## config.mk

```make
export PLATFORM = sky130hd
export DESIGN_NAME = burst_reader_flat
export DESIGN_NICKNAME = d
export VERILOG_FILES = /design/src/rtl/pipeline_pkg.sv /design/src/rtl/burst_reader_if.sv /design/src/rtl/burst_reader_skid.sv /design/src/rtl/burst_reader.sv /design/src/flat_wrapper.sv
export SDC_FILE = /design/constraint.sdc
export NUM_CORES = 1
export LEC_CHECK = 0
export ABC_AREA = 0
export CAP_MARGIN = 20
export CORE_ASPECT_RATIO = 2
export CORE_MARGIN = 1
export CORE_UTILIZATION = 55
export DETAILED_ROUTE_END_ITERATION = 12
export GPL_TIMING_DRIVEN = 1
export PLACE_DENSITY = 0.86
export SYNTH_ARGS = -nofsm -noshare
export SYNTH_HDL_FRONTEND = slang
export SYNTH_SLANG_ARGS = --single-unit
```

## constraint.sdc

```tcl
create_clock -name clk -period 7 [get_ports clk]
set_input_delay 1.75 -clock clk [delete_from_list [all_inputs] [get_ports clk]]
set_output_delay 1.75 -clock clk [all_outputs]
set_load 0.02 [all_outputs]
```

## src/rtl/pipeline_pkg.sv

```systemverilog
// Shared types and constants for the burst reader pipeline.
//   state_t        : burst framing FSM state (IDLE = beat 0, BURST = beats 1..BURST_LEN-1)
//   BURST_COUNT_W  : width of the completed-burst counter
package pipeline_pkg;

   localparam int unsigned BURST_COUNT_W = 16;

   typedef enum logic {
      IDLE  = 1'b0,
      BURST = 1'b1
   } state_t;

endpackage

```

## src/rtl/burst_reader_if.sv

```systemverilog
// Output stream bundle of the burst reader.
//   m_data  : stream word
//   m_valid : qualifies m_data / m_last
//   m_ready : sink accepts the word when high with m_valid
//   m_last  : final word of a burst
interface burst_reader_if #(
   parameter int unsigned DATA_WIDTH = 32
);

   logic [DATA_WIDTH-1:0] m_data;
   logic                  m_valid;
   logic                  m_ready;
   logic                  m_last;

   modport master (
      output m_data,
      output m_valid,
      output m_last,
      input  m_ready
   );

   modport slave (
      input  m_data,
      input  m_valid,
      input  m_last,
      output m_ready
   );

endinterface

```

## src/rtl/burst_reader_skid.sv

```systemverilog
// Two-entry output queue; the head entry is registered and drives the stream directly.
//   clk, rst_n : clock, async active-low reset
//   push       : write push_data this cycle (never while full without a pop)
//   push_data  : entry to enqueue
//   pop        : head consumed this cycle (only while valid)
//   head       : oldest entry
//   valid      : queue non-empty
//   count      : occupied entries (0..2)
module burst_reader_skid #(
   parameter int unsigned WIDTH = 33
) (
   input  logic             clk,
   input  logic             rst_n,
   input  logic             push,
   input  logic [WIDTH-1:0] push_data,
   input  logic             pop,
   output logic [WIDTH-1:0] head,
   output logic             valid,
   output logic [1:0]       count
);

   logic [WIDTH-1:0] head_q, head_d;
   logic [WIDTH-1:0] tail_q, tail_d;
   logic [1:0]       count_q, count_d;

   // Queue state registers
   always_ff @(posedge clk or negedge rst_n) begin
      if (!rst_n) begin
         head_q  <= '0;
         tail_q  <= '0;
         count_q <= 2'd0;
      end else begin
         head_q  <= head_d;
         tail_q  <= tail_d;
         count_q <= count_d;
      end
   end

   // Next-state: incoming words land in head when it is (or is becoming) free, else tail
   always_comb begin
      head_d  = head_q;
      tail_d  = tail_q;
      count_d = count_q;
      case ({push, pop})
         2'b10: begin
            if (count_q == 2'd0) head_d = push_data;
            else                 tail_d = push_data;
            count_d = count_q + 2'd1;
         end
         2'b01: begin
            head_d  = tail_q;
            count_d = count_q - 2'd1;
         end
         2'b11: begin
            if (count_q == 2'd1) begin
               head_d = push_data;
            end else begin
               head_d = tail_q;
               tail_d = push_data;
            end
         end
         default: ;
      endcase
   end

   assign head  = head_q;
   assign valid = (count_q != 2'd0);
   assign count = count_q;

endmodule

```

## src/rtl/burst_reader.sv

```systemverilog
// Reads words from an upstream buffer (1-cycle read latency) and emits them as a
// ready/valid stream framed into bursts of BURST_LEN words, counting completed bursts.
//   clk, rst_n  : clock, async active-low reset
//   enable      : permits new buffer reads
//   buf_empty   : upstream buffer has no word
//   buf_data    : upstream read data, valid the cycle after read_en
//   read_en     : pop one upstream word (combinational: uses same-cycle credit)
//   burst_count : completed bursts, wraps at 16 bits
//   m           : output stream (m_data, m_valid, m_ready, m_last)
module burst_reader
   import pipeline_pkg::*;
#(
   parameter int unsigned DATA_WIDTH = 32,
   parameter int unsigned BURST_LEN  = 4
) (
   input  logic                     clk,
   input  logic                     rst_n,
   input  logic                     enable,
   input  logic                     buf_empty,
   input  logic [DATA_WIDTH-1:0]    buf_data,
   output logic                     read_en,
   output logic [BURST_COUNT_W-1:0] burst_count,
   burst_reader_if.master           m
);

   localparam int unsigned BEAT_W    = (BURST_LEN > 2) ? $clog2(BURST_LEN) : 1;
   localparam int unsigned QW        = DATA_WIDTH + 1;
   localparam logic [BEAT_W-1:0] LAST_BEAT = BEAT_W'(BURST_LEN - 1);

   state_t                   state_q, state_d;
   logic [BEAT_W-1:0]        beat_q, beat_d;
   logic [BEAT_W-1:0]        push_beat_q, push_beat_d;
   logic [BURST_COUNT_W-1:0] burst_count_q, burst_count_d;
   logic                     inflight_q;

   logic [QW-1:0] q_head;
   logic          q_valid;
   logic [1:0]    q_count;
   logic          xfer;
   logic          push_last;
   logic [2:0]    occ_after;

   assign xfer = q_valid & m.m_ready;

   // Entries held or owed after this cycle's transfer; a read is allowed below 2
   assign occ_after = 3'(q_count) + 3'(inflight_q) - 3'(xfer);
   assign read_en   = rst_n & enable & ~buf_empty & (occ_after < 3'd2);

   // Words are tagged with their last flag as they enter the queue; order is preserved,
   // so the push-side position matches the transfer-side beat.
   assign push_last = (push_beat_q == LAST_BEAT);

   burst_reader_skid #(.WIDTH(QW)) u_skid (
      .clk       (clk),
      .rst_n     (rst_n),
      .push      (inflight_q),
      .push_data ({push_last, buf_data}),
      .pop       (xfer),
      .head      (q_head),
      .valid     (q_valid),
      .count     (q_count)
   );

   // State registers
   always_ff @(posedge clk or negedge rst_n) begin
      if (!rst_n) begin
         state_q       <= IDLE;
         beat_q        <= '0;
         push_beat_q   <= '0;
         burst_count_q <= '0;
         inflight_q    <= 1'b0;
      end else begin
         state_q       <= state_d;
         beat_q        <= beat_d;
         push_beat_q   <= push_beat_d;
         burst_count_q <= burst_count_d;
         inflight_q    <= read_en;
      end
   end

   // Burst framing FSM; beats advance only on transfers
   always_comb begin
      state_d       = state_q;
      beat_d        = beat_q;
      push_beat_d   = push_beat_q;
      burst_count_d = burst_count_q;

      if (inflight_q) push_beat_d = push_last ? '0 : push_beat_q + BEAT_W'(1);

      case (state_q)
         IDLE: begin
            if (xfer) begin
               state_d = BURST;
               beat_d  = BEAT_W'(1);
            end
         end
         BURST: begin
            if (xfer) begin
               if (beat_q == LAST_BEAT) begin
                  state_d = IDLE;
                  beat_d  = '0;
               end else begin
                  beat_d  = beat_q + BEAT_W'(1);
               end
            end
         end
         default: begin
            state_d = IDLE;
            beat_d  = '0;
         end
      endcase

      if (xfer && m.m_last) burst_count_d = burst_count_q + BURST_COUNT_W'(1);
   end

   assign m.m_data    = q_head[DATA_WIDTH-1:0];
   assign m.m_last    = q_head[DATA_WIDTH] & q_valid;
   assign m.m_valid   = q_valid;
   assign burst_count = burst_count_q;

endmodule

```

## src/flat_wrapper.sv

```systemverilog
// flat-port wrapper written by rule: the top's interface ports become plain ports
module burst_reader_flat import pipeline_pkg::*;
#(
   parameter int unsigned DATA_WIDTH = 32,
   parameter int unsigned BURST_LEN  = 4
)
  (clk, rst_n, enable, buf_empty, buf_data, read_en, burst_count, m_m_data, m_m_valid, m_m_last, m_m_ready);
  burst_reader_if #(.DATA_WIDTH(DATA_WIDTH)) m_i ();
  input  logic clk;
  input  logic rst_n;
  input  logic enable;
  input  logic buf_empty;
  input  logic [DATA_WIDTH-1:0] buf_data;
  output logic read_en;
  output logic [BURST_COUNT_W-1:0] burst_count;
  output wire logic [$bits(m_i.m_data)-1:0] m_m_data;
  output wire logic [$bits(m_i.m_valid)-1:0] m_m_valid;
  output wire logic [$bits(m_i.m_last)-1:0] m_m_last;
  input wire logic [$bits(m_i.m_ready)-1:0] m_m_ready;
  assign m_m_data = m_i.m_data;
  assign m_m_valid = m_i.m_valid;
  assign m_m_last = m_i.m_last;
  assign m_i.m_ready = m_m_ready;
  burst_reader #(.DATA_WIDTH(DATA_WIDTH), .BURST_LEN(BURST_LEN)) u_core (.clk(clk), .rst_n(rst_n), .enable(enable), .buf_empty(buf_empty), .buf_data(buf_data), .read_en(read_en), .burst_count(burst_count), .m(m_i));
endmodule
```

==> results of run 1 <==
[per-stage QoR]
| stage | hold slack [ps] | cells | total power, uW | util (%) |
|---|---|---|---|---|
| finish | 473 | 486 | 2030 | 71.8 |
| global route | 507 | 486 | 2150 | 71.8 |
| CTS | 472 | 485 | 2050 | 71.5 |
| detailed placement | 461 | 470 | 1570 | 67.2 |
| global placement | 455 | 470 | 1540 | 67.2 |
| floorplan | 451 | 336 | 1380 | - |
[worst reg2reg max path, stage by stage, from the launching register on]
cell and delay [ps]:
dfrtp_1 430, inv_1 80, ha_1 290, nor2b_1 430, inv_1 120, ha_1 340
nand2b_1 180, fa_1 510, nand4b_1 90, nor2_1 140
[kinds of logic after synthesis]
kind of cell	Yosys count	share of synthesized area [%]
xor gates and xnor gates	18	3.92
and+or+nand+nor	71	8.31
adders and majority gates	6	2.05
muxes	69	18.3
buffers and inverters	49	8.55
AOI/OAI and AO/OA	36	4.76
DFF	87	54.1
[power by group]
group          total (uW)  internal [uW]  leakage [uW]  switching, uW
logic                 751            380       0.00108            371
clock network         474            293      0.000145            181
registers             807            694       0.00111            113
total                2030           1370       0.00234            665
[final timing paths]
check,startpoint,endpoint,slack (ps),cells past startpoint
max in group asynchronous,rst_n,u_core.u_skid.tail_q[13],4620,2
worst max register to register,u_core.u_skid.count[1],u_core.inflight_q,4300,9
worst min register to register,u_core.burst_count[15],u_core.burst_count[15],470,1
min in group asynchronous,rst_n,u_core.burst_count[5],1290,1
worst max-delay path,m_m_ready,read_en,570,9
worst min-delay path,u_core.burst_count[15],u_core.burst_count[15],470,1
[synth_stat cells, drive strengths merged, types with 2 or more instances]
cell | n | area (um^2)
mux2i | 33 | 330
o21ai | 34 | 170
nand4 | 3 | 18.8
clkbuf | 2 | 7.51
dfrtp | 87 | 2180
a21oi | 2 | 21.3
and3 | 4 | 25.0
mux2 | 36 | 405
ha | 5 | 62.6
nor2b | 2 | 12.5
nand2 | 42 | 160
xor2 | 8 | 70.1
buf | 43 | 322
nor2 | 7 | 26.3
and4 | 4 | 35.0
inv | 4 | 15.0
nand3 | 5 | 25.0
xnor2 | 10 | 87.6
[sequential cells by signal, summed over array words and instances, names as in the netlist]
register / count
u_core.u_skid.tail_q: 33
u_core.u_skid.head: 33
u_core.push_beat_q: 2
u_core.u_skid.count: 2
u_core.burst_count: 16
u_core.inflight_q: 1
[final cells by class]
type                       count  area (um^2)  share of cell area (%)
timing repair buffer          90          903                    18.0
inverter                       4         15.0                   0.299
clock inverter                 3         42.5                   0.847
sequential                    87         2180                    43.4
clock buffer                  12          256                    5.11
multi-input combinational    200         1510                    30.1
tap                           90          113                    2.24
[routing by layer]
layer	GRT usage, %	part of all wire (%)	vias to the layer above
met1	22.3	39	1245
met2	38.0	55	54
met4	12.5	3.0	0
li1	-	-	1222
met3	3.60	2.7	13
met5	0	0	-
==> out/qor.csv, run 1 <==
stage,metric,value,unit
timing,Worst slew margin,28.9,%
timing,unrepaired setup endpoints after global routing,no,
global_route,largest net degree at the start of global routing,67,
timing,Setup Skew,2.34,ps
final_layout,post-layout net count,435,
setup_path,worst path bufs/invs,3,
clock_network,clock-pin slew on the worst setup and hold paths,60,ps
pwr,Max VDD drop,0.297,mV
timing,f_max,156,MHz
final_layout,layout cell share with drive strength beyond 1,13.4,%
placement,Place WS,568,ps
die,Die W,62.5,um
synthesis,register area share after synthesis,54.1,%
timing,setup_tns,0,ps
clock_network,CTS Sinks,87,
clock_network,postcts setup bufs,0,
clock_network,Hold Buf Count CTS,0,
routing,router iterations before antenna repair,4,
timing,Final min period,6430,ps
final_layout,most frequent cells in the layout,"dfrtp_1, clkdlybuf4s50_1, nand2_1",
global_route,initial antenna violation count,0,
global_route,first-pass GRT wire length,12100,um
placement,PortBufs,87,
global_route,GRT Util Overall,20.9,%
routing,Final ANT Viol Nets,0,
synthesis,"Top FF cell, synth",dfrtp_1,
setup_path,cell family with most CP delay,buffers and inverters,
die,Core ar.,6990,um^2
pwr,leakage,0.00234,uW
timing,Final Hold Viols,0,
run_status,status,finished clean,
clock_network,CTS tree,built,
synthesis,Mapped Area,4020,um^2
routing,vias after detailed routing,2534,
final_layout,ANT cells,0,
timing,Worst Tran Pin Value,1060,ps
final_layout,"commonest non-fill, non-tap cell in the layout",dfrtp_1,
setup_path,WP data required,5250,ps
final_layout,Area Overhead vs Synth,24.8,%
synthesis,"Async S/R FF share, synth",100,%
setup_path,"Arr. time, crit path",4680,ps
setup_path,CP Cell Sequence,clkdlybuf4s50_1 -> nor2b_1 -> inv_1 -> ha_1 -> nand2b_1 -> fa_1 -> nand4b_1 -> nor2_1 -> clkdlybuf4s50_1,
placement,Placer Congestion,0.817,
die,Initial Util,57.5,%
routing,drt drc,0,
timing,Setup WS post-layout,570,ps
clock_network,H-tree depth,3,
die,Die Area,7680,um^2
setup_path,"Slowest-stage cell, CP",clkdlybuf4s50_1,
synthesis,Post-synth EDFFs,0,
setup_path,startpoint types,input port,
timing,# setup viols final,0,
routing,DR iter-0 viols,111,
global_route,Overflow after GRT,0,
final_layout,# fillers,527,
global_route,vias in the first global route,2613,
clock_network,Num CTS Buffers,9,
clock_network,Resized cells post-CTS,0,
die,die height,123,um
synthesis,cells after synthesis,336,
timing,"Slew Viols, Final",0,
placement,dpl cell area,4700,um^2
setup_path,crit path kind,in -> out,
clock_network,clk_lat worst skew,330,ps
synthesis,Avg Inst Size Synth,12.0,um^2
synthesis,Syn Nets,379,
flow_run,max-cap viol count,0,
setup_path,crit path max fanout,5,
placement,Final HPWL DP,5170,um
die,site row count,43,
routing,DR WL/cell,15.3,um
final_layout,Final Cell Area,5020,um^2
clock_network,clock root buffer,clkbuf_16,
clock_network,Clock Path Buffers,2,
synthesis,Seq cells post-synth,87,
setup_path,CP dominant cell by count,clkdlybuf4s50_1,
hold_path,Min-Delay Path Class,reg -> reg,
routing,Routed WL,7420,um
routing,vias per cell,5.21,
pwr,total power per unit cell area,405,nW/um^2
timing,fin crit share,91.9,%
synthesis,Synth cell types,28,
setup_path,CP Capture Type,output pin,
setup_path,max incr delay on CP,630,ps
die,IO Count,88,
synthesis,Synthesis Warnings,0,
Power figures use the tool's default switching activity.
==> run 2: changes to the inputs <==
- CORE_UTILIZATION: 55 -> 51
- PLACE_DENSITY: 0.86 -> 0.8
- clock period: 7 -> 6.27 ns (I/O delays scaled with it)
==> run 2 against run 1 <==
Die area grew 7.7%. Cell count up 1.0%. Highest routed layer unchanged. Critical path type unchanged. First-iteration DRC count fell by 2.7%. Design area up 0.90%. Combinational power rose by 12%.
==> out/qor.csv, run 2 (synthesis results as in run 1) <==
stage,metric,value,unit,change
run_status,status,finished clean,,unchanged
setup_path,R2R Setup Slk,3770,ps,was 4300 ps
hold_path,Hold Path Sink,u_core.burst_count[15],,unchanged
timing,unrepaired setup endpoints after global routing,no,,unchanged
setup_path,cell family with most CP delay,buffers and inverters,,unchanged
placement,Place WS,525,ps,was 568 ps
setup_path,worst path bufs/invs,3,,unchanged
setup_path,CP Capture Type,output pin,,unchanged
setup_path,"Arr. time, crit path",4170,ps,was 4680 ps
timing,Setup WS post-layout,537,ps,was 570 ps
die,Die W,64.8,um,was 62.5 um
global_route,GRT met1 Usage,22.6,%,was 22.3%
final_layout,Area Overhead vs Synth,25.9,%,was 24.8%
clock_network,clk_lat worst skew,330,ps,about the same
timing,f_max,174,MHz,
routing,Routed WL,7730,um,was 7420 um
hold_path,Min-Delay Path Class,reg -> reg,,unchanged
timing,Worst slew margin,26.6,%,was 28.9%
die,Die Area,8270,um^2,was 7680 um^2
hold_path,min-delay src,u_core.burst_count[15],,unchanged
timing,Worst Tran Pin Value,1100,ps,was 1060 ps
pwr,leakage,0.00236,uW,was 0.00234 uW
die,Core ar.,7600,um^2,was 6990 um^2
clock_network,Clock Path Buffers,2,,unchanged
routing,DR WL/cell,15.7,um,was 15.3 um
clock_network,CTS Sinks,87,,unchanged
placement,Placer Congestion,0.788,,was 0.817
timing,# setup viols final,0,,unchanged
setup_path,worst reg-to-reg path cell count,7,,was 9
routing,router iterations before antenna repair,4,,unchanged
setup_path,CP Cell Sequence,clkdlybuf4s50_1 -> nor2b_1 -> inv_1 -> ha_1 -> nand2b_1 -> fa_1 -> nand4b_1 -> nor2_1 -> clkdlybuf4s50_1,,unchanged
timing,fin crit share,91.4,%,
timing,Final Hold Viols,0,,unchanged
global_route,first-pass GRT wire length,12700,um,was 12100 um
setup_path,crit path kind,in -> out,,unchanged
die,site row count,45,,was 43
final_layout,most frequent cells in the layout,"dfrtp_1, clkdlybuf4s50_1, nand2_1",,unchanged
setup_path,max incr delay on CP,610,ps,was 630 ps
clock_network,CTS tree,built,,unchanged
flow_run,max-cap viol count,0,,unchanged
final_layout,# fillers,596,,was 527
global_route,initial antenna violation count,0,,unchanged
clock_network,Num CTS Buffers,9,,unchanged
routing,drt drc,0,,unchanged
die,IO Count,88,,unchanged
setup_path,"Slowest-stage cell, CP",clkdlybuf4s50_1,,unchanged
timing,setup_tns,0,ps,unchanged
final_layout,ANT cells,0,,unchanged
routing,vias after detailed routing,2575,,was 2534
global_route,largest net degree at the start of global routing,67,,unchanged
clock_network,postcts setup bufs,0,,unchanged
final_layout,layout cell share with drive strength beyond 1,13.9,%,was 13.4%
setup_path,reg2reg start,u_core.u_skid.count[1],,unchanged
die,die height,128,um,was 123 um
pwr,Max VDD drop,0.241,mV,was 0.297 mV
setup_path,Critical R2R Capture,u_core.u_skid.head[23],,was u_core.inflight_q
final_layout,post-layout net count,436,,was 435
hold_path,hold path depth,1,,unchanged
setup_path,WP data required,4700,ps,was 5250 ps
clock_network,Hold Buf Count CTS,0,,unchanged
global_route,met2 track demand over resource,36.7,%,was 38.0%
die,Initial Util,52.9,%,was 57.5%
routing,vias per cell,5.24,,was 5.21
timing,"Slew Viols, Final",0,,unchanged
global_route,GRT Util Overall,20.5,%,was 20.9%
pwr,total power per unit cell area,459,nW/um^2,was 405 nW/um^2
clock_network,Resized cells post-CTS,0,,unchanged
setup_path,startpoint types,input port,,unchanged
setup_path,crit path max fanout,4,,was 5
clock_network,clock-pin slew on the worst setup and hold paths,50,ps,was 60 ps
global_route,Overflow after GRT,0,,unchanged
placement,PortBufs,87,,unchanged
placement,Final HPWL DP,5200,um,was 5170 um
timing,Setup Skew,4.99,ps,was 2.34 ps
global_route,GRT Max-Usage Layer,met2,,unchanged
setup_path,CP dominant cell by count,clkdlybuf4s50_1,,unchanged
final_layout,Sequential Area,2180,um^2,unchanged
final_layout,"commonest non-fill, non-tap cell in the layout",dfrtp_1,,unchanged
global_route,vias in the first global route,2690,,was 2613
clock_network,clock root buffer,clkbuf_16,,unchanged
routing,Final ANT Viol Nets,0,,unchanged
global_route,Global Route met3 Usage,3.39,%,was 3.60%
final_layout,area of the multi-input gates,1510,um^2,unchanged
routing,DR iter-0 viols,108,,was 111
clock_network,H-tree depth,3,,unchanged
timing,Final min period,5730,ps,
==> run 2: cell types whose count changed in the layout (fill, tap and decap cells not counted) <==
cell | previous run | this run
buf_4 | 3 | 4
bufinv_16 | 1 | 2
clkbuf_1 | 1 | 0
clkbuf_8 | 2 | 3
clkinvlp_4 | 1 | 0
==> run 2: layer usage <==
layer,part of all wire [%],up-vias
met4,2.4,0
li1,-,1230
met5,0,-
met2,56,57
met3,2.5,14
met1,39,1274
==> run 2: final cells by class <==
cell class	count	area share (%)
Clock buffer	12	5.26
Clock inverter	3	1.28
Inverter	4	0.296
Multi-Input combinational cell	200	29.9
Sequential cell	87	43.0
Tap cell	94	2.32
Timing Repair Buffer	91	18.0
==> run 2: how the worst max path moves through the flow <==
stage          startpoint       to  slack (ps)  depth (start not counted)
2_1_floorplan   m_m_ready  read_en        1380                          7
3_3_place_gp    m_m_ready  read_en         570                          9
3_5_place_dp    m_m_ready  read_en         530                          9
4_1_cts         m_m_ready  read_en         510                          9
5_1_grt         m_m_ready  read_en         380                          9
6_report        m_m_ready  read_en         540                          9
==> run 2: worst register-to-register path, stage by stage, from the launching register on <==
cell and delay (ps):
dfrtp_1 430, inv_1 100, ha_1 320, nor2b_1 110
buf_4 170, nand2_2 790, mux2i_1 310, o21ai_0 130
==> run 2: report_power, final <==
part,internal (uW),switching [uW],total (uW)
Combinational,426,418,844
Clock,378,201,579
Sequential,775,127,902
Total,1580,746,2330
==> run 2: metrics by stage <==
stage / hold slack [ps] / instance area, um^2 / cells / utilization, % / total power [uW]
2_1_floorplan: 451 / 4020 / 336 / - / 1540
3_3_place_gp: 458 / 4710 / 475 / 62.0 / 1720
3_5_place_dp: 469 / 4710 / 475 / 62.0 / 1760
4_1_cts: 482 / 5040 / 490 / 66.4 / 2350
5_1_grt: 508 / 5060 / 491 / 66.6 / 2460
6_report: 477 / 5060 / 491 / 66.6 / 2330
==> run 3: changes to the inputs <==
- CAP_MARGIN: 20 -> not set
==> run 3 against run 2 <==
Non-clock buffer count is 1 lower. Maximum frequency hardly changed. Utilization is 0.26 points lower. Register-to-register slack worse by 230 ps. Hold slack hardly changed. Clock power hardly changed. Design area is 0.40% lower. Via count is 0.50% lower. Count of clock-buffer cells in the layout stayed put. Combinational power is 0.5% lower. Routed wire length is 0.66% lower. Setup slack worse by 2.2 ps. Critical path type unchanged. Critical endpoint unchanged. Largest power group unchanged.
==> out/qor.csv, run 3 (synthesis results as in run 1) <==
stage,metric,value,unit,change
run_status,status,finished clean,,unchanged
global_route,first-pass GRT wire length,12700,um,unchanged
die,die height,128,um,unchanged
die,Die W,64.8,um,unchanged
timing,unrepaired setup endpoints after global routing,no,,unchanged
final_layout,post-layout net count,435,,was 436
flow_run,max-cap viol count,0,,unchanged
pwr,Tot Pwr,2320,uW,was 2330 uW
final_layout,Area Overhead vs Synth,25.4,%,was 25.9%
timing,setup_tns,0,ps,unchanged
setup_path,crit path kind,in -> out,,unchanged
global_route,Global Route met3 Usage,3.39,%,unchanged
final_layout,ANT cells,0,,unchanged
hold_path,Min-Delay Path Class,reg -> reg,,unchanged
setup_path,Worst Setup SP,m_m_ready,,unchanged
timing,Worst Tran Pin Value,1140,ps,was 1100 ps
placement,PortBufs,87,,unchanged
pwr,total power per unit cell area,460,nW/um^2,was 459 nW/um^2
clock_network,clock-pin slew on the worst setup and hold paths,60,ps,was 50 ps
routing,DR WL/cell,15.7,um,about the same
timing,"Slew Viols, Final",0,,unchanged
global_route,initial antenna violation count,0,,unchanged
timing,fin crit share,91.5,%,was 91.4%
clock_network,H-tree depth,3,,unchanged
timing,Setup Skew,5.56,ps,was 4.99 ps
placement,Final HPWL DP,5200,um,unchanged
global_route,largest net degree at the start of global routing,67,,unchanged
global_route,vias in the first global route,2690,,unchanged
timing,Final min period,5740,ps,was 5730 ps
routing,vias after detailed routing,2562,,was 2575
routing,router iterations before antenna repair,4,,unchanged
final_layout,"commonest non-fill, non-tap cell in the layout",dfrtp_1,,unchanged
global_route,GRT Util Overall,20.5,%,unchanged
setup_path,R2R Setup Slk,3540,ps,was 3770 ps
clock_network,clock root buffer,clkbuf_16,,unchanged
setup_path,"Arr. time, crit path",4170,ps,about the same
clock_network,CTS tree,built,,unchanged
die,IO Count,88,,unchanged
timing,Worst slew margin,23.5,%,was 26.6%
routing,Final ANT Viol Nets,0,,unchanged
routing,vias per cell,5.23,,was 5.24
global_route,GRT met1 Usage,22.6,%,unchanged
timing,hold slack final,476,ps,was 477 ps
timing,Final Hold Viols,0,,unchanged
final_layout,most frequent cells in the layout,"dfrtp_1, clkdlybuf4s50_1, nand2_1",,unchanged
die,Core ar.,7600,um^2,unchanged
hold_path,min-delay src,u_core.burst_count[15],,unchanged
clock_network,Resized cells post-CTS,0,,unchanged
clock_network,clk_lat worst skew,330,ps,about the same
final_layout,layout cell share with drive strength beyond 1,13.6,%,was 13.9%
clock_network,postcts setup bufs,0,,unchanged
global_route,met2 track demand over resource,36.7,%,unchanged
pwr,leakage,0.00235,uW,was 0.00236 uW
clock_network,Num CTS Buffers,9,,unchanged
die,site row count,45,,unchanged
die,Initial Util,52.9,%,unchanged
setup_path,startpoint types,input port,,unchanged
global_route,Overflow after GRT,0,,unchanged
setup_path,WP data required,4700,ps,about the same
placement,Placer Congestion,0.788,,unchanged
routing,Routed WL,7680,um,was 7730 um
pwr,Max VDD drop,0.242,mV,was 0.241 mV
die,Die Area,8270,um^2,unchanged
clock_network,CTS Sinks,87,,unchanged
timing,f_max,174,MHz,about the same
routing,DR iter-0 viols,140,,was 108
clock_network,Clock Path Buffers,2,,unchanged
setup_path,CP Capture Type,output pin,,unchanged
timing,# setup viols final,0,,unchanged
final_layout,# fillers,598,,was 596
placement,Place WS,525,ps,unchanged
setup_path,reg2reg start,u_core.u_skid.count[1],,unchanged
timing,Setup WS post-layout,535,ps,was 537 ps
routing,drt drc,0,,unchanged
clock_network,Hold Buf Count CTS,0,,unchanged
setup_path,crit path max fanout,4,,unchanged
global_route,GRT Max-Usage Layer,met2,,unchanged
[run 3: final timing paths]
check | to | depth (start not counted)
max | read_en | 9
min | u_core.burst_count[15] | 1
max reg2reg | u_core.u_skid.tail_q[19] | 8
min reg2reg | u_core.burst_count[15] | 1
max in group asynchronous | u_core.u_skid.head[18] | 2
min in group asynchronous | u_core.inflight_q | 1
[run 3: routing by layer]
metal,part of all wire [%],routed length [um],vias to the layer above
li1,-,-,1222
met1,40,3040,1267
met2,55,4240,59
met3,2.7,211,14
met4,2.4,186,0
met5,0,0,-
[run 3: critical path, stage by stage]
cell             delay (ps)
clkdlybuf4s50_1         490
nor2b_1                 180
inv_1                    80
ha_1                    330
nand2b_1                180
fa_1                    500
nand4b_1                 80
nor2_1                  140
clkdlybuf4s50_1         610
[run 3: final cells by class]
| class | count | area [um^2] | area share, % |
|---|---|---|---|
| Clock buffer | 12 | 267 | 5.28 |
| Clock inverter | 3 | 65.1 | 1.29 |
| Inverter | 4 | 15.0 | 0.298 |
| Multi-Input combinational cell | 200 | 1510 | 30.0 |
| Sequential cell | 87 | 2180 | 43.2 |
| Tap cell | 94 | 118 | 2.33 |
| Timing Repair Buffer | 90 | 891 | 17.7 |
[run 3: power by group]
group | switching, uW | leakage [uW] | total, uW | internal (uW)
clock | 200 | 0.000165 | 578 | 378
sequential | 126 | 0.00111 | 901 | 775
combinational | 417 | 0.00107 | 840 | 423
total | 743 | 0.00235 | 2320 | 1580
[run 3: per-stage QoR]
stage          area (um^2)  util (%)  cells
6_report              5040      66.4    490
5_1_grt               5040      66.4    490
4_1_cts               5040      66.4    490
3_5_place_dp          4710      62.0    475
3_3_place_gp          4710      62.0    475
2_1_floorplan         4020         -    336
